===== config.mk =====
export PLATFORM = sky130hd
export DESIGN_NAME = sys_cmd_master
export DESIGN_NICKNAME = d
export VERILOG_FILES = /design/src/rtl/sys_cmd_master.sv
export SDC_FILE = /design/constraint.sdc
export NUM_CORES = 1
export LEC_CHECK = 0
export BUFFER_PORTS_ARGS = -buffer_cell sky130_fd_sc_hd__buf_4
export CORE_ASPECT_RATIO = 1.25
export CORE_MARGIN = 2
export CORE_UTILIZATION = 26
export DETAILED_ROUTE_END_ITERATION = 10
export GPL_ROUTABILITY_DRIVEN = 0
export HOLD_SLACK_MARGIN = 0.1
export PLACE_DENSITY = 0.49
export SLEW_MARGIN = 10
export SYNTH_ARGS = -nofsm -noshare
export SYNTH_HDL_FRONTEND = slang
export SYNTH_SLANG_ARGS = --single-unit

===== constraint.sdc =====
create_clock -name CLK -period 2.1 [get_ports CLK]
set_input_delay 0.525 -clock CLK [delete_from_list [all_inputs] [get_ports CLK]]
set_output_delay 0.525 -clock CLK [all_outputs]
set_load 0.05 [all_outputs]

===== src/rtl/sys_cmd_master.sv =====
// rtl/sys_cmd_master.sv - host-side UART command initiator: frames a request to TX, collects the response from RX
// Optional response watchdog enabled by defining SYS_CMD_MASTER_TIMEOUT_EN.
module sys_cmd_master #(
  parameter int D_WIDTH        = 8,
  parameter int ADDRESS        = 4,
  parameter int FUNC_ALU       = 4,
  parameter int TIMEOUT_CYCLES = 1024
) (
  input  logic                 CLK,
  input  logic                 RST,
  input  logic                 CMD_VALID,
  output logic                 CMD_READY,
  input  logic [1:0]           CMD_TYPE,
  input  logic [ADDRESS-1:0]   CMD_ADDR,
  input  logic [D_WIDTH-1:0]   CMD_WDATA,
  input  logic [D_WIDTH-1:0]   CMD_OP_A,
  input  logic [D_WIDTH-1:0]   CMD_OP_B,
  input  logic [FUNC_ALU-1:0]  CMD_FUNC,
  output logic [D_WIDTH-1:0]   TX_P_DATA,
  output logic                 TX_D_VLD,
  input  logic                 TX_READY,
  input  logic [D_WIDTH-1:0]   RX_P_DATA,
  input  logic                 RX_D_VLD,
  output logic [2*D_WIDTH-1:0] RSP_DATA,
  output logic                 RSP_VALID,
  output logic                 RSP_TIMEOUT
);

  typedef enum logic [1:0] {IDLE, SEND, WAIT0, WAIT1} state_t;

  localparam logic [1:0] CT_WR  = 2'd0;
  localparam logic [1:0] CT_RD  = 2'd1;
  localparam logic [1:0] CT_ALU = 2'd2;
  localparam logic [1:0] CT_NOP = 2'd3;

  state_t                 state_q;
  logic [1:0]             bi_q;
  logic [1:0]             bi_d;
  logic [1:0]             type_q;
  logic [ADDRESS-1:0]     addr_q;
  logic [D_WIDTH-1:0]     wdata_q;
  logic [D_WIDTH-1:0]     op_a_q;
  logic [D_WIDTH-1:0]     op_b_q;
  logic [FUNC_ALU-1:0]    func_q;
  logic [D_WIDTH-1:0]     tx_data_q;
  logic                   tx_vld_q;
  logic [2*D_WIDTH-1:0]   rsp_data_q;
  logic                   rsp_valid_q;

  // Byte at index bi of the frame for command type ct.
  function automatic logic [D_WIDTH-1:0] frame_byte(
    input logic [1:0]          ct,
    input logic [1:0]          bi,
    input logic [ADDRESS-1:0]  addr,
    input logic [D_WIDTH-1:0]  wdata,
    input logic [D_WIDTH-1:0]  op_a,
    input logic [D_WIDTH-1:0]  op_b,
    input logic [FUNC_ALU-1:0] func
  );
    logic [D_WIDTH-1:0] addr_x;
    logic [D_WIDTH-1:0] func_x;
    logic [D_WIDTH-1:0] b;
    addr_x = D_WIDTH'(addr);
    func_x = D_WIDTH'(func);
    b      = '0;
    case (ct)
      CT_WR: begin
        case (bi)
          2'd0:    b = D_WIDTH'(8'hAA);
          2'd1:    b = addr_x;
          default: b = wdata;
        endcase
      end
      CT_RD: begin
        b = (bi == 2'd0) ? D_WIDTH'(8'hBB) : addr_x;
      end
      CT_ALU: begin
        case (bi)
          2'd0:    b = D_WIDTH'(8'hCC);
          2'd1:    b = op_a;
          2'd2:    b = op_b;
          default: b = func_x;
        endcase
      end
      default: begin
        b = (bi == 2'd0) ? D_WIDTH'(8'hDD) : func_x;
      end
    endcase
    return b;
  endfunction

  function automatic logic [1:0] last_bi(input logic [1:0] ct);
    case (ct)
      CT_WR:   return 2'd2;
      CT_ALU:  return 2'd3;
      default: return 2'd1;
    endcase
  endfunction

  assign bi_d = bi_q + 2'd1;

`ifdef SYS_CMD_MASTER_TIMEOUT_EN
  localparam logic [15:0] WD_LAST = 16'(TIMEOUT_CYCLES - 1);

  logic [15:0] wd_cnt_q;
  logic        rsp_timeout_q;
  logic        wd_expired;

  assign wd_expired  = (wd_cnt_q == WD_LAST);
  assign RSP_TIMEOUT = rsp_timeout_q;
`else
  assign RSP_TIMEOUT = 1'b0;
`endif

  always_ff @(posedge CLK or negedge RST) begin
    if (!RST) begin
      state_q     <= IDLE;
      bi_q        <= 2'd0;
      type_q      <= CT_WR;
      addr_q      <= '0;
      wdata_q     <= '0;
      op_a_q      <= '0;
      op_b_q      <= '0;
      func_q      <= '0;
      tx_data_q   <= '0;
      tx_vld_q    <= 1'b0;
      rsp_data_q  <= '0;
      rsp_valid_q <= 1'b0;
`ifdef SYS_CMD_MASTER_TIMEOUT_EN
      wd_cnt_q      <= '0;
      rsp_timeout_q <= 1'b0;
`endif
    end else begin
      rsp_valid_q <= 1'b0;
`ifdef SYS_CMD_MASTER_TIMEOUT_EN
      rsp_timeout_q <= 1'b0;
`endif
      case (state_q)
        IDLE: begin
          if (CMD_VALID) begin
            type_q    <= CMD_TYPE;
            addr_q    <= CMD_ADDR;
            wdata_q   <= CMD_WDATA;
            op_a_q    <= CMD_OP_A;
            op_b_q    <= CMD_OP_B;
            func_q    <= CMD_FUNC;
            bi_q      <= 2'd0;
            tx_data_q <= frame_byte(CMD_TYPE, 2'd0, CMD_ADDR, CMD_WDATA,
                                    CMD_OP_A, CMD_OP_B, CMD_FUNC);
            tx_vld_q  <= 1'b1;
            state_q   <= SEND;
          end
        end
        SEND: begin
          if (TX_READY) begin
            if (bi_q == last_bi(type_q)) begin
              tx_vld_q <= 1'b0;
              state_q  <= (type_q == CT_WR) ? IDLE : WAIT0;
`ifdef SYS_CMD_MASTER_TIMEOUT_EN
              wd_cnt_q <= '0;
`endif
            end else begin
              bi_q      <= bi_d;
              tx_data_q <= frame_byte(type_q, bi_d, addr_q, wdata_q,
                                      op_a_q, op_b_q, func_q);
            end
          end
        end
        WAIT0: begin
          if (RX_D_VLD) begin
            rsp_data_q[D_WIDTH-1:0] <= RX_P_DATA;
            if (type_q == CT_RD) begin
              rsp_data_q[2*D_WIDTH-1:D_WIDTH] <= '0;
              rsp_valid_q <= 1'b1;
              state_q     <= IDLE;
            end else begin
              state_q <= WAIT1;
            end
`ifdef SYS_CMD_MASTER_TIMEOUT_EN
            wd_cnt_q <= '0;
          end else if (wd_expired) begin
            rsp_timeout_q <= 1'b1;
            state_q       <= IDLE;
          end else begin
            wd_cnt_q <= wd_cnt_q + 16'd1;
`endif
          end
        end
        WAIT1: begin
          if (RX_D_VLD) begin
            rsp_data_q[2*D_WIDTH-1:D_WIDTH] <= RX_P_DATA;
            rsp_valid_q <= 1'b1;
            state_q     <= IDLE;
`ifdef SYS_CMD_MASTER_TIMEOUT_EN
            wd_cnt_q <= '0;
          end else if (wd_expired) begin
            rsp_timeout_q <= 1'b1;
            state_q       <= IDLE;
          end else begin
            wd_cnt_q <= wd_cnt_q + 16'd1;
`endif
          end
        end
        default: state_q <= IDLE;
      endcase
    end
  end

  assign CMD_READY = (state_q == IDLE);
  assign TX_P_DATA = tx_data_q;
  assign TX_D_VLD  = tx_vld_q;
  assign RSP_DATA  = rsp_data_q;
  assign RSP_VALID = rsp_valid_q;

endmodule


Word-level counts from Yosys, hierarchy flattened
Cells that the tools add are included.
- reduce and logical (&&, ||, !) cells: 12
- add/subtract/negate cells: 1
- equal/unequal tests: 17
- muxes and demuxes: 37
- operator list (kind ; count):
    8-bit two-way mux ; 7
    8-bit case mux with 2 select lines ; 3
    8-bit case mux with 3 select lines ; 2
    2-bit two-way mux ; 12
    7-bit case mux with 3 select lines ; 1
    16-bit two-way mux ; 1
    2-bit != test, second input constant ; 7
    4-bit AND reduction ; 3
    2-bit == test, second input constant ; 5
    2-bit by 1-bit == test with 1-bit output, second input constant ; 4
    2-bit zero test ; 4
    2-bit case mux with 2 select lines ; 2
    2-bit case mux with 4 select lines ; 1
    1-bit two-way mux ; 6
    5-bit AND reduction ; 1
    1-bit case mux with 2 select lines ; 2
    2-bit AND reduction ; 2
    2-bit nonzero test ; 2
    2-bit by 1-bit adder with 2-bit output, second input constant ; 1
    2-bit == test ; 1
- bits in registers: 64
- input bits: 47

Longest topological paths before layout
- depth after elaboration: 8
- depth in mapped cells: 7
- mapped depth without buffers: 6

Worst setup path before layout
No wires, ideal clock.
- path kind: register to output
- from: reg state_q[0]
- to: out CMD_READY
- setup slack: 0.183 ns
- path buffers: 2
- stages on the path, launching flop included: 4
- arrival time: 1.392 ns
- cells stage by stage: dfrtp_1 > buf_2 > clkbuf_1 > nor2_1
- longest elaborated chain between the ends: 1
- RTL lines (item ; RTL line ; text):
    start: declaration ; 36 ; state_t state_q;
    start signal: assignment ; 158 ; state_q <= (type_q == CT_WR) ? IDLE : WAIT0;
    2-bit zero test ; 209 ; assign CMD_READY = (state_q == IDLE);
    end: declaration ; 12 ; output logic CMD_READY,
No other way between the ends.

Worst setup path after layout
- from: reg bi_q[0]
- to: reg tx_data_q[1] (netlist: TX_P_DATA[1])
- longest elaborated chain between the ends: 7
- RTL lines (item ; RTL line ; text):
    start: declaration ; 37 ; logic [1:0] bi_q;
    start signal: assignment ; 163 ; bi_q <= bi_d;
    2-bit by 1-bit adder with 2-bit output ; 100 ; assign bi_d = bi_q + 2'd1;
    2-bit == test (tied with other cells) ; 78 ; case (bi)
    8-bit case mux with 3 select lines (tied with other cells) ; 78 ;
    8-bit case mux with 3 select lines ; 66 ; case (ct)
    8-bit two-way mux ; 156 ; if (bi_q == last_bi(type_q)) begin
    8-bit two-way mux ; 155 ; if (TX_READY) begin
    8-bit case mux with 2 select lines ; 138 ; case (state_q)
    end signal: assignment ; 148 ; tx_data_q <= frame_byte(CMD_TYPE, 2'd0, CMD_ADDR, CMD_WDATA,
    end signal: assignment ; 164 ; tx_data_q <= frame_byte(type_q, bi_d, addr_q, wdata_q,
    end: declaration ; 45 ; logic [D_WIDTH-1:0] tx_data_q;
Several ways; a longest one is shown, not always the timed one. The select of a mux whose other input is x is not followed.
A chain may end at the register's enable or synchronous reset.

==> results.json <==
{
  "post_drt_wl_per_cell_um": 14.3,
  "synth_compound_area_share_pct": 15.3,
  "antenna_left": 0,
  "netlist_instances": 344,
  "synth_top_family_by_area": "simple AND/OR/NAND/NOR gates",
  "insertion_delay_ns": 0.32,
  "finalHoldViolations": 0,
  "num_antenna_cells": 0,
  "wirelength_mm": 8.42,
  "synthAdderAreaFrac_pct": 1.59,
  "clk_pin_slew_ns": 0.05,
  "startpoint_type": "flop",
  "die_h_um": 127,
  "chipWidth_um": 102,
  "async_flop_share_pct": 100,
  "dieArea_um2": 13000,
  "p_int_w": 0.00386,
  "cp_max_fo": 11,
  "cp.arrival_ns": 2.19,
  "layout-drive-gt1-share_pct": 29.3,
  "grt_max_degree": 34,
  "vdd_drop_max_mv": 0.501,
  "drt-initial-drc-count": 126,
  "period_share_pct": 92.9,
  "post-cts-setup-buffer-count": 0,
  "path_class": "flop to flop",
  "cellLeakagePower_nw": 2.02,
  "placed_cells": 572,
  "synth_most_common_cell": "nand2_1",
  "setup_tns_ns": 0,
  "viasPerCell": 4.56,
  "grt_pass1_wl_mm": 13.8,
  "synth_cell_types": 56,
  "finalClockSkew_ns": 0.00634,
  "yosys.area.top_type_share_pct": 51.0,
  "synth.area.mux_share_pct": 3.71,
  "dominantRegCellSynth": "dfrtp_1",
  "ys_ff_latch": 64,
  "clockBufferDepth": 2,
  "min_path_type": "primary input to async pin",
  "vias": 2682,
  "cts_max_level": 3,
  "fillCellCount": 1229,
  "synth_area_leaders": "dfrtp_1 (51%), nand2_1 (14%), nand3_1 (3.0%), mux2_2 (2.9%), o21ai_0 (2.2%)",
  "synth.largest_area_cell": "dfrtp_1",
  "fin_crit_ns": 1.95,
  "syn_avg_cell_area_um2": 9.13,
  "yosys_warnings": 0,
  "critical_path.max_stage_delay_ns": 0.46,
  "numClockSinks": 64,
  "p_seq_share_pct": 31.9,
  "antenna_found_initial": 0,
  "cp.required_ns": 2.34,
  "final_max_slew_viol_count": 0,
  "crit_path_end_kind": "flop",
  "start_util_pct": 26.8,
  "syn_area_um2": 3140,
  "synthXorXnorAreaFrac_pct": 0.518,
  "hpwl_mm": 6.43,
  "fin_util_pct": 35.8,
  "slowest_stage": "dfrtp_2",
  "p_clk_share_pct": 19.5,
  "final_nets": 473,
  "comb_power_share_pct": 48.6,
  "row_count": 44,
  "first_pass_iters": 4,
  "synth_simple_gate_area_share_pct": 22.6,
  "path_cells": "inv_1, ha_1, nor3_1, nor4_1, o311ai_1, a32oi_1",
  "syn_to_final_growth_pct": 33.7,
  "drc_errors": 0,
  "ys_seq_area_share_pct": 51.0,
  "rsz0062_at_grt": "false",
  "synth_edf_count": 0,
  "cpLargestDelayFamily": "simple AND/OR/NAND/NOR gates",
  "max_freq_ghz": 0.512,
  "cp_num_buf_inv": 1,
  "status": "finished clean",
  "grt_pass1_vias": 2716,
  "switching_share_pct": 44.3,
  "syn_nets": 395,
  "maxCapViolCount": 0,
  "io_pins": 75,
  "synth_top_cells_by_count": "nand2_1 (119), dfrtp_1 (64), nand3_1 (19)",
  "setup_viol_count_final": 0,
  "grt-ovfl-total": 0,
  "cts_tree": "yes",
  "numCtsBuffers": 9,
  "core_area_um2": 11700,
  "io_buffer_count": 73,
  "switching_power_w": 0.00306,
  "root_buffer": "clkbuf_16",
  "grtUsageTotal_pct": 13.7,
  "cellPowerDensity_nw_per_um2": 1650,
  "fin_cells": 588
}
-- final timing paths --
path                        startpoint      endpoint  slack (ns)  cells after the start
min in group CLK           CMD_ADDR[3]     addr_q[3]        0.39                      3
max reg2reg                    bi_q[0]  TX_P_DATA[1]        0.15                      6
min                                RST   RSP_DATA[4]        0.14                      1
max in group asynchronous          RST     func_q[2]        1.44                      2
min reg2reg                  op_b_q[4]     op_b_q[4]        0.47                      2
max                            bi_q[0]  TX_P_DATA[1]        0.15                      6
-- power by group through the flow --
stage | Sequential [W] | Combinational (W) | Clock [W]
after CTS | 0.00221 | 0.00338 | 0.00139
final | 0.00221 | 0.00336 | 0.00135
after detailed placement | 0.00223 | 0.00337 | 0
after global placement | 0.00222 | 0.00336 | 0
after global routing | 0.00227 | 0.00370 | 0.00145
after floorplan | 0.00267 | 0.00184 | 0
-- kinds of logic after synthesis --
family	Yosys count
multiplexers	10
XOR/XNOR	1
AND/OR/NAND/NOR	166
other	1
AO/OA/AOI/OAI	65
adder cells (fa/ha/maj)	4
flip-flops	64
buffers and inverters	33
-- state kept, by name (all words and copies together) (netlist names) --
register and count:
RSP_DATA 16, RSP_VALID 1, TX_D_VLD 1, TX_P_DATA 8, addr_q 4, bi_q 2, func_q 4, op_a_q 8
op_b_q 8, state_q 2, type_q 2, wdata_q 8
-- layer usage --
layer  vias to the layer above  track usage [%]  wire, um  part of all wire (%)
li1                       1328                -         -                     -
met4                         0             5.57       255                   3.0
met3                        17             3.20       423                   5.0
met2                        77             22.8      4110                    49
met5                         -                0         0                     0
met1                      1260             16.9      3640                    43
-- what timing repair did --
| action | CTS | global route |
|---|---|---|
| gates resized for setup | 0 | 2 |
| setup endpoints to repair | 0 | 2 |
| hold buffers | 0 | 0 |
-- layout by cell type (no fill, tap or decap), types with 6 or more instances in the layout --
cell / instances
nand2_1: 119
buf_4: 87
dfrtp_1: 63
nand3_1: 19
o21ai_0: 14
inv_1: 10
clkbuf_16: 9
mux2_2: 8
nor2_1: 7
o21ai_1: 7
a21oi_1: 6
-- stage by stage --
stage | worst slack (ns) | hold slack (ns) | area, um2 | total power, W
after floorplan | 0.183 | 0.229 | 3140 | 0.00451
after global placement | 0.165 | 0.464 | 3920 | 0.00558
after detailed placement | 0.132 | 0.464 | 3920 | 0.00560
after CTS | 0.102 | 0.150 | 4190 | 0.00698
after global routing | 0.0453 | 0.170 | 4200 | 0.00742
final | 0.149 | 0.136 | 4200 | 0.00692
-- final cells by class --
class                   count  area [um2]  share of cell area (%)
clock buffers              11         243                    5.78
flip-flops and latches     64        1600                    38.2
inverters                  11        41.3                   0.983
clock inverters             5        32.5                   0.775
repair buffers             89         693                    16.5
well taps                 161         201                    4.80
multi-input cells         247        1390                    33.0
No activity file was read; power rests on OpenSTA's default activity.
